## src/rtl/neuron_pkg.sv

```systemverilog
// Shared types and default widths for the neuron datapath and its sigmoid stage.
package neuron_pkg;

    typedef enum logic [1:0] {
        IDLE  = 2'd0,
        ACCUM = 2'd1,
        DONE  = 2'd2
    } state_e;

    localparam int unsigned DEF_ACT_W = 4;
    localparam int unsigned DEF_WGT_W = 8;
    localparam int unsigned DEF_ACC_W = 24;
    localparam int unsigned DEF_OUT_W = 8;

endpackage

```

## src/rtl/sat_clamp_fix.sv

```systemverilog
// Arithmetic right shift of the accumulator, then clamp into the unsigned output range.
module sat_clamp_fix #(
    parameter int unsigned ACC_W = 24,
    parameter int unsigned SHIFT = 4,
    parameter int unsigned OUT_W = 8
) (
    input  logic signed [ACC_W-1:0] acc_in,
    output logic        [OUT_W-1:0] out_c
);

    logic signed [ACC_W-1:0] shifted;

    always_comb begin
        shifted = acc_in >>> SHIFT;
        out_c   = shifted[OUT_W-1:0];
        if (shifted[ACC_W-1]) begin
            out_c = '0;
        end else if (|shifted[ACC_W-2:OUT_W]) begin
            out_c = '1;
        end
    end

endmodule

```

## src/rtl/neuron_mac_fix.sv

```systemverilog
// One neuron: saturating MAC over N_INPUTS act/weight beats, then shift/clamp to OUT_W.
module neuron_mac_fix
    import neuron_pkg::*;
#(
    parameter int unsigned N_INPUTS = 784,
    parameter int unsigned ACT_W    = DEF_ACT_W,
    parameter int unsigned WGT_W    = DEF_WGT_W,
    parameter int unsigned ACC_W    = DEF_ACC_W,
    parameter int unsigned SHIFT    = 4,
    parameter int unsigned OUT_W    = DEF_OUT_W
) (
    input  logic                    clk,
    input  logic                    rst_n,
    input  logic                    start,
    input  logic signed [ACC_W-1:0] bias,
    input  logic                    in_valid,
    output logic                    in_ready,
    input  logic        [ACT_W-1:0] act,
    input  logic signed [WGT_W-1:0] weight,
    output logic                    out_valid,
    input  logic                    out_ready,
    output logic        [OUT_W-1:0] out_data
);

    localparam int unsigned CNT_W  = $clog2(N_INPUTS);
    localparam int unsigned PROD_W = ACT_W + WGT_W + 1;
    localparam int unsigned SUM_W  = ACC_W + PROD_W;
    localparam logic signed [SUM_W-1:0] ACC_MAX = {{(SUM_W-ACC_W+1){1'b0}}, {(ACC_W-1){1'b1}}};
    localparam logic signed [SUM_W-1:0] ACC_MIN = {{(SUM_W-ACC_W+1){1'b1}}, {(ACC_W-1){1'b0}}};

    state_e                  state_q, state_d;
    logic signed [ACC_W-1:0] acc_q, acc_d;
    logic        [CNT_W-1:0] cnt_q, cnt_d;
    logic                    out_valid_q, out_valid_d;
    logic        [OUT_W-1:0] out_data_q, out_data_d;

    logic signed [PROD_W-1:0] prod;
    logic signed [SUM_W-1:0]  sum;
    logic signed [ACC_W-1:0]  acc_sat;
    logic        [OUT_W-1:0]  clamp_c;

    // Sum is wide enough that neither operand can overflow before saturation.
    always_comb begin
        prod    = PROD_W'(signed'({1'b0, act})) * PROD_W'(weight);
        sum     = SUM_W'(acc_q) + SUM_W'(prod);
        acc_sat = ACC_W'(sum);
        if (sum > ACC_MAX) begin
            acc_sat = ACC_W'(ACC_MAX);
        end else if (sum < ACC_MIN) begin
            acc_sat = ACC_W'(ACC_MIN);
        end
    end

    // Clamp the post-beat value so out_data is ready alongside out_valid.
    sat_clamp_fix #(
        .ACC_W (ACC_W),
        .SHIFT (SHIFT),
        .OUT_W (OUT_W)
    ) u_clamp (
        .acc_in (acc_sat),
        .out_c  (clamp_c)
    );

    always_comb begin
        state_d     = state_q;
        acc_d       = acc_q;
        cnt_d       = cnt_q;
        out_valid_d = out_valid_q;
        out_data_d  = out_data_q;
        unique case (state_q)
            IDLE: begin
                if (start) begin
                    state_d = ACCUM;
                    acc_d   = bias;
                    cnt_d   = '0;
                end
            end
            ACCUM: begin
                if (in_valid) begin
                    acc_d = acc_sat;
                    cnt_d = cnt_q + CNT_W'(1);
                    if (cnt_q == CNT_W'(N_INPUTS - 1)) begin
                        state_d     = DONE;
                        cnt_d       = '0;
                        out_valid_d = 1'b1;
                        out_data_d  = clamp_c;
                    end
                end
            end
            DONE: begin
                if (out_ready) begin
                    state_d     = IDLE;
                    out_valid_d = 1'b0;
                end
            end
            default: state_d = IDLE;
        endcase
    end

    always_ff @(posedge clk or negedge rst_n) begin
        if (!rst_n) begin
            state_q     <= IDLE;
            acc_q       <= '0;
            cnt_q       <= '0;
            out_valid_q <= 1'b0;
            out_data_q  <= '0;
        end else begin
            state_q     <= state_d;
            acc_q       <= acc_d;
            cnt_q       <= cnt_d;
            out_valid_q <= out_valid_d;
            out_data_q  <= out_data_d;
        end
    end

    assign in_ready  = (state_q == ACCUM);
    assign out_valid = out_valid_q;
    assign out_data  = out_data_q;

endmodule

```

## config.mk

```make
export PLATFORM = sky130hd
export DESIGN_NAME = neuron_mac_fix
export DESIGN_NICKNAME = d
export VERILOG_FILES = /design/src/rtl/neuron_pkg.sv /design/src/rtl/sat_clamp_fix.sv /design/src/rtl/neuron_mac_fix.sv
export SDC_FILE = /design/constraint.sdc
export NUM_CORES = 1
export LEC_CHECK = 0
export BUFFER_PORTS_ARGS = -buffer_cell sky130_fd_sc_hd__buf_4
export CAP_MARGIN = 15
export CORE_AREA = 2 2 105 107
export DETAILED_ROUTE_END_ITERATION = 6
export DIE_AREA = 0 0 107 109
export GPL_TIMING_DRIVEN = 0
export PLACE_DENSITY = 0.83
export SETUP_SLACK_MARGIN = 0.15
export SLEW_MARGIN = 20
export SYNTH_ARGS = -nofsm -noshare
export SYNTH_HDL_FRONTEND = slang
export SYNTH_HIERARCHICAL = 1
export SYNTH_SLANG_ARGS = --single-unit
```

## constraint.sdc

```tcl
create_clock -name clk -period 6.3 [get_ports clk]
set_input_delay 0.63 -clock clk [delete_from_list [all_inputs] [get_ports clk]]
set_output_delay 0.63 -clock clk [all_outputs]
set_load 0.005 [all_outputs]
```

==> impl_results.md, run 1 <==
* Routability congestion estimate at 1.003
* Horiz. Die Dim at 107 um
* Total GRT Usage at 24.21%
* Final Critical Period at 5.870 ns
* Longest Clk Path Bufs at 2
* WL/cell at 15.35 um
* Slew HR at 57.21%
* Max-cap viol count at 0
* Initial antenna violation count at 0
* RSZ-0062 raised after global routing: no
* Die height at 109 um
* Worst Path Required at 6.49 ns
* Tcrit/Tclk final at 93.18%
* Slew @ Worst Pin at 0.6395 ns
* Clk sinks at 45
* Post-Syn Instances at 640
* Hold-fix buffers at CTS at 0
* Mapped Nets at 783
* Worst Skew at 0.008712 ns
* Crit start category: input pin
* First-pass GRT wire length at 22.44 mm
* Most common cell after layout, fill and taps aside: inv_1
* Number of diodes at 0
* Core Util, Final at 59.42%
* Post-route DRC at 0
* Fin worst setup slack at 0.4295 ns
* Final hold violation count at 0
* Port bufs at 50
* WHS at 0.3119 ns
* Die Area at 0.01166 sq mm
* Starting DRT DRC Count at 218
* Vias/cell at 5.658
* Initial Util at 52.87%
* H-tree depth at 2
* Max frequency at 170.3 MHz
* Critical path class: in -> reg
* Final wirelength at 12.92 mm
* Rows at 38
* Netlist Area Pre-Place at 0.005605 sq mm
* Post-DP HPWL at 10.55 mm
* Num CTS Buffers at 5
* Worst-path clk slew at 0.08 ns
* Placed Instances at 830
* CP Data Arrival Time at 6.06 ns
* Vias in the first global route at 4,738
* Setup violators final at 0
* Commonest non-fill, non-tap cells in the layout: 109 x inv_1, 57 x buf_4, 52 x fa_1, 50 x ha_1, 49 x nand2_1
* Largest net degree at the start of global routing at 46
* Avg Cell Area, Syn at 8.758 sq um
* Synth warn at 6
* Layout cells sized above 1 at 16.10%
* Worst-Skew Late Latency at 0.31 ns
* Gr ovfl total at 0
* Dpl ws at -0.5275 ns
* CTS tree: built
* Status: finished clean
* Core area at 0.01060 sq mm
* Boundary Pins at 51
* CTS root buffer: clkbuf_8
* Crit-path max FO at 10
* Vias at 4,764
* DRT antenna net count at 0
* Detailed Routing Iterations Pass 1 at 6
* Synth-to-layout area growth at 12.39%
* CP endpoint kind: flop
* Non-Filler Instances at 842
* Max-slew violations at 0
* Fin nets at 844
* Hold Path Class: in -> async
[routing by layer]
layer,vias to the layer above,track usage [%],part of all wire [%]
met5,-,0,0
met4,0,6.957,2.5
met3,36,2.869,5.3
met2,156,42.54,50
met1,2318,31.67,42
li1,2254,-,-
[final timing paths]
kind	start	to	slack, ns	cells past startpoint
worst max-delay path	act[1]	out_data[6]$_DFFE_PN0P_	0.43	23
worst min-delay path	rst_n	cnt_q[9]$_DFFE_PN0P_	0.31	1
worst max register to register	acc_q[6]$_DFFE_PN0P_	out_data[6]$_DFFE_PN0P_	0.67	21
worst min register to register	state_q[1]$_DFFE_PN0P_	state_q[0]$_DFFE_PN0P_	0.48	1
max in group asynchronous	rst_n	acc_q[3]$_DFFE_PN0P_	5.60	1
min in group clk	state_q[1]$_DFFE_PN0P_	state_q[0]$_DFFE_PN0P_	0.48	1
[per-stage QoR]
| stage | area, sq um | setup TNS (ns) |
|---|---|---|
| 2_1_floorplan | 5607 | 0 |
| 3_3_place_gp | 6157 | -2.721 |
| 3_5_place_dp | 6157 | -4.068 |
| 4_1_cts | 6280 | 0 |
| 5_1_grt | 6300 | 0 |
| 6_report | 6300 | 0 |
[worst max-delay path, stage by stage]
cell and delay (ns):
buf_4 0.14, and2_4 0.16, inv_1 0.14, fa_1 0.55, inv_1 0.05, fa_1 0.48
inv_1 0.06, fa_1 0.53, inv_1 0.05, ha_1 0.33, a21oi_2 0.22, o21ai_0 0.14
nand4_1 0.14, a31o_2 0.19, nand2_1 0.10, o311a_1 0.33, clkbuf_1 0.22, clkbuf_2 0.25
maj3_1 0.38, buf_2 0.17, nor4_1 0.34, a31oi_1 0.15, mux2_2 0.30
[timing repair]
action | 4_1_cts | 5_1_grt
endpoints found under the setup margin | 8 | 8
resized for setup | 2 | 8
setup buffers | 4 | 0
pin swaps | 3 | 0
gates cloned | 0 | 0
[registers in the layout, summed over array words and instances, names as in the netlist]
name       count
acc_q         24
cnt_q         10
out_data       8
out_valid      1
state_q        2
[cell type report]
class / count / area [sq um]
plain buffers: 26 / 138.9
clock inverters: 2 / 15.01
fillers: 905 / 4303
flip-flops and latches: 45 / 1126
well taps: 140 / 175.2
clock buffers: 6 / 72.57
repair buffers: 54 / 405.4
inverters: 111 / 420.4
multi-input cells: 458 / 3946
Power of run 1 is not shown: default switching activity piles up to over one toggle a cycle in this logic, so the estimate is an artifact.
==> run 2: changes to the inputs <==
--- a/config.mk
+++ b/config.mk
@@ -7,14 +7,13 @@
 export LEC_CHECK = 0
 export BUFFER_PORTS_ARGS = -buffer_cell sky130_fd_sc_hd__buf_4
 export CAP_MARGIN = 15
-export CORE_AREA = 2 2 105 107
+export CORE_AREA = 2 2 104 106
 export DETAILED_ROUTE_END_ITERATION = 6
-export DIE_AREA = 0 0 107 109
+export DIE_AREA = 0 0 106 108
 export GPL_TIMING_DRIVEN = 0
 export PLACE_DENSITY = 0.83
 export SETUP_SLACK_MARGIN = 0.15
 export SLEW_MARGIN = 20
 export SYNTH_ARGS = -nofsm -noshare
 export SYNTH_HDL_FRONTEND = slang
-export SYNTH_HIERARCHICAL = 1
 export SYNTH_SLANG_ARGS = --single-unit
==> run 2 against run 1 <==
Critical path depth is 3 lower. Die area is 1.8% lower. Synthesized cell count is 1.4% higher. Cell count is 0.59% higher. Largest cell class unchanged. First-iteration DRC count is 40% higher. Wire length is 10% higher. Final area is 1.8% lower.
==> impl_results.md, run 2 <==
* Count leader, synth: inv_1
* Vias at 4,891 (+2.7%)
* Worst-Skew Late Latency at 0.31 ns (about the same)
* Port bufs at 50 (unchanged)
* Slew HR at 56.18% (-1.0 points)
* Final wirelength at 14.25 mm (+10%)
* Die height at 108 um (-0.92%)
* Setup TNS at 0 ns (unchanged)
* Initial Util at 53.83% (+0.97 points)
* Num CTS Buffers at 5 (unchanged)
* Critical path class: in -> reg
* CP Data Arrival Time at 5.74 ns (-0.32 ns)
* Synth warn at 0 (-6)
* Number of diodes at 0 (unchanged)
* Post-route DRC at 0 (unchanged)
* Worst reg2reg path depth at 17 (-19%)
* Core area at 0.01023 sq mm (-3.5%)
* Mapped Nets at 792 (+1.1%)
* Most common cell after layout, fill and taps aside: inv_1
* Synth top cells by count: 104 x inv_1, 64 x a21oi_1, 60 x nor2_1
* Crit-path max FO at 8 (-2)
* Slew @ Worst Pin at 0.6573 ns (+0.01779 ns)
* Bufs and invs on worst path at 7 (-1)
* Gr ovfl total at 0 (unchanged)
* Final hold violation count at 0 (unchanged)
* Largest net degree at the start of global routing at 46 (unchanged)
* Rows at 37 (-2.6%)
* Worst Path Required at 6.48 ns (about the same)
* Core Util, Final at 60.46% (+1.0 points)
* Commonest non-fill, non-tap cells in the layout: 103 x inv_1, 64 x a21oi_1, 60 x nor2_1, 54 x buf_4, 52 x fa_1
* Vias/cell at 5.774 (+2.1%)
* Die Area at 0.01145 sq mm (-1.8%)
* Dominant cells by area after synthesis: dfrtp_1 20%, fa_1 19%, ha_1 11%
* Netlist Area Pre-Place at 0.005508 sq mm (-1.7%)
* CTS root buffer: clkbuf_8
* Longest Clk Path Bufs at 2 (unchanged)
* Vias in the first global route at 4,908 (+3.6%)
* Total GRT Usage at 25.50% (+1.3 points)
* First-pass GRT wire length at 23.23 mm (+3.5%)
* Final Critical Period at 5.562 ns (-0.3086 ns)
* Synth-to-layout area growth at 12.31% (about the same)
* Biggest register: acc_q
* Cell area after placement at 0.006055 sq mm (-1.7%)
* Max-cap viol count at 0 (unchanged)
* Detailed Routing Iterations Pass 1 at 6 (unchanged)
* Max frequency at 179.8 MHz (+5.5%)
* Design area at 0.006186 sq mm (-1.8%)
* Post-Syn Instances at 649 (+1.4%)
* Initial antenna violation count at 0 (unchanged)
* Layout cells sized above 1 at 14.21% (-1.9 points)
* Worst-path clk slew at 0.10 ns (+0.02 ns)
* Register bit total from synthesis at 45
* Fin nets at 853 (+1.1%)
* Number of synthesized flops with an enable pin at 0
* Leading area contributor after synthesis: dfrtp_1
* Horiz. Die Dim at 106 um (-0.93%)
* CP endpoint kind: flop
* Crit start category: input pin
* Synth async-reset ratio at 100.0%
* Post-DP HPWL at 11.32 mm (+7.2%)
* Routability congestion estimate at 0.9435 (-5.9%)
* Stages on worst setup path at 20 (-13%)
* Tcrit/Tclk final at 88.28% (-4.9 points)
* CP peak stage delay at 0.55 ns (about the same)
* Setup violators final at 0 (unchanged)
* Boundary Pins at 51 (unchanged)
* Max-slew violations at 0 (unchanged)
* Synth top area share at 20.45%
* Avg Cell Area, Syn at 8.487 sq um (-3.1%)
* Status: finished clean
* Top cell family by delay on the critical path: simple AND/OR/NAND/NOR gates
* Hold Path Class: in -> async
* Max FFs per register at 24 (unchanged)
* CTS tree: built
* Worst Skew at 0.007069 ns (-0.001643 ns)
* Clk sinks at 45 (unchanged)
* WL/cell at 16.82 um (+9.6%)
* Critical-path cell list: buf_4 -> nand2_1 -> clkinvlp_4 -> buf_4 -> fa_1 -> ha_1 -> inv_1 -> fa_1 -> inv_1 -> ha_1 -> buf_2 -> nand4_2 -> o221ai_2 -> inv_2 -> a2111oi_0 -> a311oi_1 -> nor4_1 -> nand4_1 -> nor4b_4 -> a21oi_1
* Main synth FF type: dfrtp_1
* DRT antenna net count at 0 (unchanged)
* Post-synthesis sequential area ratio at 20.45%
* Fillers at 891 (-1.5%)
* H-tree depth at 2 (unchanged)
* Crit path max-delay cell type: nor4b_4
* RSZ-0062 raised after global routing: no
* Yosys cell types at 63
* Starting DRT DRC Count at 306 (+40%)
run 2: layer usage:
metal  wire length, um  part of all wire, %  track usage [%]  up-vias
li1                  -                    -                -     2294
met5                 0                    0                0        -
met4               320                  2.2            7.331        0
met1              6178                   43            34.01     2402
met3               732                  5.1            3.014       27
met2              7015                   49            44.15      168
run 2: area by class of cell:
cell class / instances / area [sq um] / share of cell area (%)
plain buffers: 28 / 127.6 / 2.063
clock buffers: 6 / 82.58 / 1.335
clock inverters: 2 / 13.76 / 0.2225
inverters: 105 / 397.9 / 6.432
multi-input cells: 471 / 3862 / 62.44
flip-flops and latches: 45 / 1126 / 18.20
well taps: 136 / 170.2 / 2.751
repair buffers: 54 / 405.4 / 6.553
run 2: worst paths after layout:
| path | from | slack [ns] | end |
|---|---|---|---|
| max | act[0] | 0.74 | out_data[4]$_DFFE_PN0P_ |
| max in group asynchronous | rst_n | 5.58 | acc_q[12]$_DFFE_PN0P_ |
| min | rst_n | 0.31 | out_data[2]$_DFFE_PN0P_ |
| min in group clk | acc_q[23]$_DFFE_PN0P_ | 0.50 | acc_q[23]$_DFFE_PN0P_ |
| min reg2reg | acc_q[23]$_DFFE_PN0P_ | 0.50 | acc_q[23]$_DFFE_PN0P_ |
| max reg2reg | acc_q[6]$_DFFE_PN0P_ | 1.15 | out_data[4]$_DFFE_PN0P_ |
run 2: worst reg2reg max path, delay by kind of cell, from the launching register on:
kind / cells / cell delay [ns]
AOI/OAI and AO/OA: 6 / 1.38
adders and majority gates: 4 / 1.92
buffers and inverters: 4 / 0.22
DFF: 1 / 0.34
and+or+nand+nor: 3 / 1.16
run 2: timing repair:
item                       CTS  global route
setup endpoints to repair    0             8
hold endpoints to repair     0             0
resized for setup            0             2
hold buffers                 0             0
buffers inserted             0             4
run 2: metrics by stage:
step           std cells  setup slack, ns  hold WS [ns]
4_1_cts              843           0.5000        0.3323
3_5_place_dp         835           0.1956        0.4728
6_report             847           0.7381        0.3106
5_1_grt              847           0.3186        0.3475
2_1_floorplan        649           0.8302        0.3344
3_3_place_gp         835          -0.1391        0.4629
run 2: logic make-up after synthesis:
kind of cell	Yosys count	synth area share (%)
compound gates	148	17.74
mux	2	0.3635
xor+xnor	24	3.953
flops	45	20.45
simple gates	195	17.76
fa+ha+maj	102	30.26
buf+inv	133	9.473
Power of run 2 is left out for the same reason.
